### config.mk
export PLATFORM = sky130hd
export DESIGN_NAME = sid_wr_sched
export DESIGN_NICKNAME = d
export VERILOG_FILES = /design/src/rtl/sid_wr_sched.sv
export SDC_FILE = /design/constraint.sdc
export NUM_CORES = 1
export LEC_CHECK = 0
export BUFFER_PORTS_ARGS = -buffer_cell sky130_fd_sc_hd__buf_2
export CORE_UTILIZATION = 59
export DETAILED_ROUTE_END_ITERATION = 10
export PLACE_DENSITY = 0.82
export SYNTH_ARGS = -nofsm -noshare
export SYNTH_HDL_FRONTEND = slang
export SYNTH_SLANG_ARGS = --single-unit
### constraint.sdc
create_clock -name clk -period 4.65 [get_ports clk]
set_input_delay 0.93 -clock clk [delete_from_list [all_inputs] [get_ports clk]]
set_output_delay 0.93 -clock clk [all_outputs]
set_load 0.02 [all_outputs]
### src/rtl/sid_wr_sched.sv
`default_nettype none
// ============================================================================
// Module   : sid_wr_sched
// Brief    : Two-requester round-robin write queue that issues SID register
//            writes paced by ce_1m. Define SID_WR_SHADOW_EN for shadow read-back.
// Revision : 1.0  initial release
// ============================================================================
module sid_wr_sched #(
    parameter int FIFO_DEPTH = 8,
    parameter int GAP        = 1
) (
    input  logic                          clk,
    input  logic                          reset_n,
    input  logic                          ce_1m,
    input  logic                          a_req,
    input  logic [4:0]                    a_addr,
    input  logic [7:0]                    a_data,
    output logic                          a_ack,
    input  logic                          b_req,
    input  logic [4:0]                    b_addr,
    input  logic [7:0]                    b_data,
    output logic                          b_ack,
    output logic                          sid_we,
    output logic [4:0]                    sid_addr,
    output logic [7:0]                    sid_data,
    output logic [$clog2(FIFO_DEPTH):0]   fifo_level,
    output logic                          busy,
    output logic [7:0]                    drop_cnt
`ifdef SID_WR_SHADOW_EN
    ,
    input  logic [4:0]                    rd_addr,
    output logic [7:0]                    rd_data
`endif
);

    localparam int AW = $clog2(FIFO_DEPTH);
    localparam int LW = AW + 1;
    localparam logic [4:0] MAX_REG = 5'h18;

    typedef enum logic [1:0] {
        S_IDLE  = 2'd0,
        S_ISSUE = 2'd1,
        S_WAIT  = 2'd2
    } state_t;

    state_t          state_q, state_d;
    logic [3:0]      gap_q, gap_d;
    logic [AW-1:0]   wr_ptr_q, rd_ptr_q;
    logic [LW-1:0]   level_q;
    logic [12:0]     mem_q [FIFO_DEPTH];
    logic            rr_q;           // 0: A favoured on contention, 1: B favoured
    logic            a_ack_q, b_ack_q;
    logic            sid_we_q;
    logic [4:0]      sid_addr_q;
    logic [7:0]      sid_data_q;
    logic [7:0]      drop_cnt_q;

    logic            a_elig, b_elig;
    logic            pop, can_push, push;
    logic            grant_a, grant_b;
    logic [12:0]     push_word;
    logic [12:0]     head;
    logic            head_legal;

    always_comb begin
        a_elig     = a_req & ~a_ack_q;
        b_elig     = b_req & ~b_ack_q;
        head       = mem_q[rd_ptr_q];
        head_legal = (head[12:8] <= MAX_REG);
        pop        = (state_q == S_IDLE) && (level_q != '0) && ce_1m;
        // A pop on the same edge frees a slot, so a full queue can still accept
        can_push   = (level_q != LW'(FIFO_DEPTH)) || pop;
        grant_a    = can_push && a_elig && (!b_elig || !rr_q);
        grant_b    = can_push && b_elig && (!a_elig ||  rr_q);
        push       = grant_a || grant_b;
        push_word  = grant_a ? {a_addr, a_data} : {b_addr, b_data};
    end

    always_comb begin
        state_d = state_q;
        gap_d   = gap_q;
        case (state_q)
            S_IDLE: begin
                if (pop && head_legal) begin
                    state_d = S_ISSUE;
                end
            end
            S_ISSUE: begin
                if (GAP == 0) begin
                    state_d = S_IDLE;
                end else begin
                    state_d = S_WAIT;
                    gap_d   = 4'(GAP);
                end
            end
            S_WAIT: begin
                if (ce_1m) begin
                    gap_d = gap_q - 4'd1;
                    if (gap_q <= 4'd1) begin
                        state_d = S_IDLE;
                    end
                end
            end
            default: state_d = S_IDLE;
        endcase
    end

    always_ff @(posedge clk or negedge reset_n) begin
        if (!reset_n) begin
            state_q <= S_IDLE;
            gap_q   <= '0;
        end else begin
            state_q <= state_d;
            gap_q   <= gap_d;
        end
    end

    always_ff @(posedge clk or negedge reset_n) begin
        if (!reset_n) begin
            wr_ptr_q <= '0;
            rd_ptr_q <= '0;
            level_q  <= '0;
            rr_q     <= 1'b0;
            a_ack_q  <= 1'b0;
            b_ack_q  <= 1'b0;
        end else begin
            a_ack_q <= grant_a;
            b_ack_q <= grant_b;
            if (grant_a) begin
                rr_q <= 1'b1;
            end else if (grant_b) begin
                rr_q <= 1'b0;
            end
            if (push) begin
                wr_ptr_q <= wr_ptr_q + AW'(1);
            end
            if (pop) begin
                rd_ptr_q <= rd_ptr_q + AW'(1);
            end
            case ({push, pop})
                2'b10:   level_q <= level_q + LW'(1);
                2'b01:   level_q <= level_q - LW'(1);
                default: level_q <= level_q;
            endcase
        end
    end

    // Queue storage carries no reset; pointers and level define validity
    always_ff @(posedge clk) begin
        if (push) begin
            mem_q[wr_ptr_q] <= push_word;
        end
    end

    always_ff @(posedge clk or negedge reset_n) begin
        if (!reset_n) begin
            sid_we_q   <= 1'b0;
            sid_addr_q <= '0;
            sid_data_q <= '0;
            drop_cnt_q <= '0;
        end else begin
            sid_we_q <= pop && head_legal;
            if (pop && head_legal) begin
                sid_addr_q <= head[12:8];
                sid_data_q <= head[7:0];
            end
            if (pop && !head_legal && (drop_cnt_q != 8'hFF)) begin
                drop_cnt_q <= drop_cnt_q + 8'd1;
            end
        end
    end

`ifdef SID_WR_SHADOW_EN
    logic [7:0] shadow_q [25];
    logic       pw_hi;

    // Pulse-width high registers only implement their low nibble
    assign pw_hi = (sid_addr_q == 5'h03) || (sid_addr_q == 5'h0A) || (sid_addr_q == 5'h11);

    always_ff @(posedge clk or negedge reset_n) begin
        if (!reset_n) begin
            for (int i = 0; i < 25; i++) begin
                shadow_q[i] <= '0;
            end
        end else if (sid_we_q) begin
            shadow_q[sid_addr_q] <= pw_hi ? {4'h0, sid_data_q[3:0]} : sid_data_q;
        end
    end

    assign rd_data = (rd_addr <= MAX_REG) ? shadow_q[rd_addr] : 8'h00;
`endif

    assign a_ack      = a_ack_q;
    assign b_ack      = b_ack_q;
    assign sid_we     = sid_we_q;
    assign sid_addr   = sid_addr_q;
    assign sid_data   = sid_data_q;
    assign fifo_level = level_q;
    assign busy       = (level_q != '0) || (state_q != S_IDLE);
    assign drop_cnt   = drop_cnt_q;

endmodule
`default_nettype wire
# Word level (Yosys, flattened, before mapping)
# Memory sizes are Yosys's and may differ from the RTL's.
# Cells that the tools add are included.
totals:
  reg_bits: 41
  ram_bits: 104
  in_bits: 31
  out_inout_bits: 29
  word_cells: 72
  mem_count: 1
op_classes:
  add_sub_neg: 6
  magnitude_cmp: 2
  n_eq_ne: 9
  muxes: 12
  n_bitwise: 4
  n_reduce_logical: 26
mem_list:
  columns: ["memory", "depth", "width", "read_ports", "rd_ports_with_merged_regs", "wr", "line", "rtl"]
  rows:
  - ["mem_q", 8, 13, 1, 0, 1, "50", "logic [12:0] mem_q [FIFO_DEPTH];"]
op_table:
  columns: ["operator", "count"]
  rows:
  - ["$pmux W4 S2", 2]
  - ["$mux W13", 1]
  - ["$logic_and A1 B1 Y1", 9]
  - ["$add A8 B1 Y8 const B", 1]
  - ["$ne A8 B8 Y1 const B", 1]
  - ["$reduce_bool A2 Y1", 4]
  - ["$sub A4 B1 Y4 const B", 2]
  - ["$add A3 B1 Y3 const B", 2]
  - ["$mux W2", 3]
  - ["$pmux W2 S3", 1]
  - ["$le A5 B5 Y1 const B", 1]
  - ["$logic_or A1 B1 Y1", 5]
  - ["$add A4 B1 Y4 const B", 1]
  - ["$eq A2 B1 Y1 const B", 2]
  - ["$eq A2 B2 Y1 const B", 2]
  - ["$le A4 B1 Y1 const B", 1]
  - ["$logic_not A1 Y1", 4]
  - ["$mux W1", 4]
  - ["$mux W4", 1]
  - ["$ne A2 B2 Y1 const B", 2]
  - ["$ne A4 B4 Y1 const B", 1]
  - ["$reduce_bool A4 Y1", 1]
  - ["$reduce_and A3 Y1", 1]
  - ["$and A1 B1 Y1", 2]
  - ["other kinds (4)", 5]

# Longest topological paths before layout
logic_depth:
  word_depth: 9
  ltp_mapped: 12

# Worst setup path before layout
# Ideal clock, no wire load.
synth_path:
  path_kind: "in2reg"
  startpoint: "input port ce_1m"
  endpoint: "memory mem_q[0][0], enable pin"
  setup_ns: 0.417
  t_arrival_ns: 3.312
  path_slack_ns: 0.921
  cell_stages: 5
  path_buffers: 1
  path_cell_list: "or3b_2 > and3_1 > a21o_1 > clkbuf_1 > nor4_1"
synth_via:
  elab_chain_cells: 7
  elab_cells_between_ends: 9
  cone_classes: "mux: 2; reduce/logical: 7"
synth_rtl:
  columns: ["item", "line", "rtl"]
  rows:
  - ["start: declaration", "14", "input logic ce_1m,"]
  - ["$logic_and A1 B1 Y1 *", "70", "pop = (state_q == S_IDLE) && (level_q != '0) && ce_1m;"]
  - ["$logic_or A1 B1 Y1 *", "72", "can_push = (level_q != LW'(FIFO_DEPTH)) || pop;"]
  - ["$logic_and A1 B1 Y1, on equally long branches (2 in series)", "73, 74", null]
  - ["$logic_or A1 B1 Y1 *", "75", "push = grant_a || grant_b;"]
  - ["$mux W1 *", "150", "if (push) begin"]
  - ["$mux W1 (not written as such) *", "151", "mem_q[wr_ptr_q] <= push_word;"]
  - ["end: declaration", "50", null]
# Mark *: on every way between the ends. The rest lies on a longest branch, timed or not.

# Worst setup path in the final report
layout_path:
  startpoint: "register rd_ptr_q[1]"
  endpoint: "register sid_addr_q[2], in the netlist sid_addr[2]"
layout_via:
  elab_chain_cells: 3
layout_rtl:
  columns: ["item", "line", "rtl"]
  rows:
  - ["start: declaration", "48", "logic [AW-1:0] wr_ptr_q, rd_ptr_q;"]
  - ["start signal: assignment", "138", "rd_ptr_q <= rd_ptr_q + AW'(1);"]
  - ["$mem_v2 Z8 W13 *", null, null]
  - ["$le A5 B5 Y1", "69", "head_legal = (head[12:8] <= MAX_REG);"]
  - ["$logic_and A1 B1 Y1", "163", "if (pop && head_legal) begin"]
  - ["end signal: assignment", "164", "sid_addr_q <= head[12:8];"]
  - ["end: declaration", "54", "logic [4:0] sid_addr_q;"]
# Marks and branches as above.
# A chain may end at the register's enable or synchronous reset.

==> reports/qor.yml <==
status: "completed"
period_needed_ns: 3.24
fmax_mhz: 309
cts_setup_buffers: 0
design_area_um2: 7080
slew_viol_final: 0
syn_inst: 341
ctsHoldBuffers: 0
synth_area_per_cell_um2: 17.7
vias: 3263
ant_nets: 0
tightest_slew_ns: 1.06
drt_pass1_iterations: 4
h-tree-depth: 4
setup_violations: 0
hold_class: "reg -> reg"
path_clk_slew_ns: 0.06
core_um2: 9860
reg2reg_slack_ns: 1.41
setup_tns_ns: 0
max-clock-path-buffers: 2
gp_congestion: 0.711
clk_latency_ns: 0.53
synth_nets: 380
grt_usage_pct: 24.3
drive_gt1_share_pct: 36.8
num_rows: 36
diodes: 0
grt_max_degree: 42
endpoint_kind: "flip-flop"
die_x_um: 103
grt_pass1_wl_um: 17600
dieArea_um2: 10700
overflow: 0
cts_resized: 0
vias_per_cell: 5.81
port_buffers: 59
initial_core_util_pct: 61.3
drc: 0
yosysSeqAreaShare_pct: 68.6
seq_area_um2: 4150
p_per_area_nw_per_um2: 679
synthFlopType: "edfxtp_1"
synthArstFlopShare_pct: 28.3
worstSetupPathType: "reg -> reg"
synth-edff-count: 104
ys_ff_latch: 145
drtIter0Drc: 138
p_leak_nw: 2.69
cts_sinks: 145
yosys_warnings: 0
dieHeight_um: 103
place_hpwl_um: 6880
grt_pass1_vias: 3307
fill_cells: 619
wl_um: 11300
final_net_count: 455
yosysUniqueCellTypes: 38
required_ns: 5.09
skew_ns: 0.00810
slew_headroom_pct: 28.8
hold_viol: 0
worstHoldStart: "drop_cnt[5]"
max-cap-violations: 0
antenna_found_initial: 0
crit-reg2reg-capture: "sid_addr[2]"
place_area_um2: 6550
synth_area_um2: 6050
cp-start-kind: "flip-flop"
finalCritPeriodShare_pct: 69.6
holdPathEnd: "drop_cnt[5]"
worstReg2RegStart: "rd_ptr_q[1]"
multi_input_area_um2: 1820
cts_root_buffer: "clkbuf_8"
areaGrowthSynthToFinish_pct: 17.0
cts_made_buffers: 17
path_max_fanout: 13
wl_per_cell_um: 20.1
rsz0062_at_grt: "false"
hold_depth: 1
vdd_drop_max_v: 0.000388
crit_arrival_ns: 3.68
setup.worst_path.start: "rd_ptr_q[1]"
ff2ff_path_depth: 6
cts_tree: "built"
design.portCount: 60
==> layer usage <==
layer  global-route usage, %  routed length [µm]  vias to the layer above
met5                       0                   0                        -
met2                    40.5                5870                      104
met4                    7.91                  87                        0
li1                        -                   -                     1489
met3                    7.86                 548                        8
met1                    30.6                4820                     1662
==> per-stage QoR <==
stage	hold WS [ns]	utilization (%)	total power, mW	instances	worst slack, ns
4_1_cts	0.494	71.8	4.85	562	1.35
3_5_place_dp	0.486	66.4	3.60	530	1.15
5_1_grt	0.517	71.8	5.06	562	1.20
3_3_place_gp	0.478	66.4	3.54	530	1.21
2_1_floorplan	0.472	-	3.15	341	0.921
6_report	0.492	71.8	4.81	562	1.41
==> logic make-up after synthesis <==
| family | count (synthesis) | share of synthesized area, % |
|---|---|---|
| fa+ha+maj | 8 | 1.65 |
| flops | 145 | 68.6 |
| buf+inv | 22 | 1.74 |
| compound gates | 22 | 2.69 |
| mux | 67 | 17.8 |
| simple gates | 61 | 5.27 |
| xor+xnor | 16 | 2.32 |
==> sequential cells by signal, summed over array words and instances, names as in the netlist <==
name / flops
drop_cnt: 8
wr_ptr_q: 3
sid_addr: 5
a_ack: 1
rd_ptr_q: 3
state_q: 2
rr_q: 1
sid_we: 1
fifo_level: 4
sid_data: 8
b_ack: 1
mem_q: 104
gap_q: 4
==> synth_stat cells, drive strengths merged, types with 2 or more instances <==
master	n	share of area, %
xnor2	11	1.6
mux2i	8	1.3
edfxtp	104	52
a31oi	2	0.21
a2bb2oi	2	0.29
a32o	2	0.33
o21ai	6	0.50
dfrtp	41	17
nand3	9	0.74
ha	8	1.7
a21oi	3	0.25
xor2	5	0.72
nor3	9	0.93
nor2	10	0.62
nand2b	8	0.83
mux2	33	6.4
clkbuf	6	0.37
nor4	2	0.21
buf	8	0.87
mux4	26	10
and3	4	0.41
nand2	12	0.74
nor2b	4	0.41
inv	8	0.50
==> placed cells by master, fill, tap and decap left out, types with 9 or more instances in the layout <==
master,netlist,routed
nand3_1,9,9
mux4_2,20,20
mux2_2,29,29
nor2_1,10,10
clkbuf_16,0,16
buf_4,0,11
nand2_1,12,12
buf_2,6,59
dfrtp_1,41,41
xnor2_1,11,11
edfxtp_1,104,104
==> final cells by class <==
cell class	instances	share of cell area [%]
sequential	145	58.6
clock inverter	13	1.57
tap	133	2.35
multi-input combinational	174	25.8
timing repair buffer	70	5.34
inverter	8	0.424
clock buffer	19	5.96
==> how the worst max path moves through the flow <==
| stage | slack (ns) | end | cells after the start |
|---|---|---|---|
| after floorplan | 0.92 | mem_q[0][0] | 5 |
| after global placement | 1.21 | mem_q[7][2] | 7 |
| after detailed placement | 1.15 | mem_q[7][2] | 7 |
| after CTS | 1.35 | sid_addr[2] | 6 |
| after global routing | 1.20 | sid_addr[3] | 6 |
| final | 1.41 | sid_addr[2] | 6 |
==> where the power goes <==
| group | switching (mW) | internal (mW) | leakage [nW] |
|---|---|---|---|
| Sequential | 0.254 | 1.78 | 1.45 |
| Combinational | 0.810 | 0.731 | 0.983 |
| Clock | 0.522 | 0.708 | 0.259 |
==> critical path, cell delays in order (launching register included) <==
cell and delay [ns]:
dfrtp_1 0.79, mux4_1 0.65, mux2i_1 0.31, a32oi_2 0.31, nor3_4 0.62, buf_4 0.28
mux2i_1 0.19
Note: power is estimated with default switching activity, not from simulation.
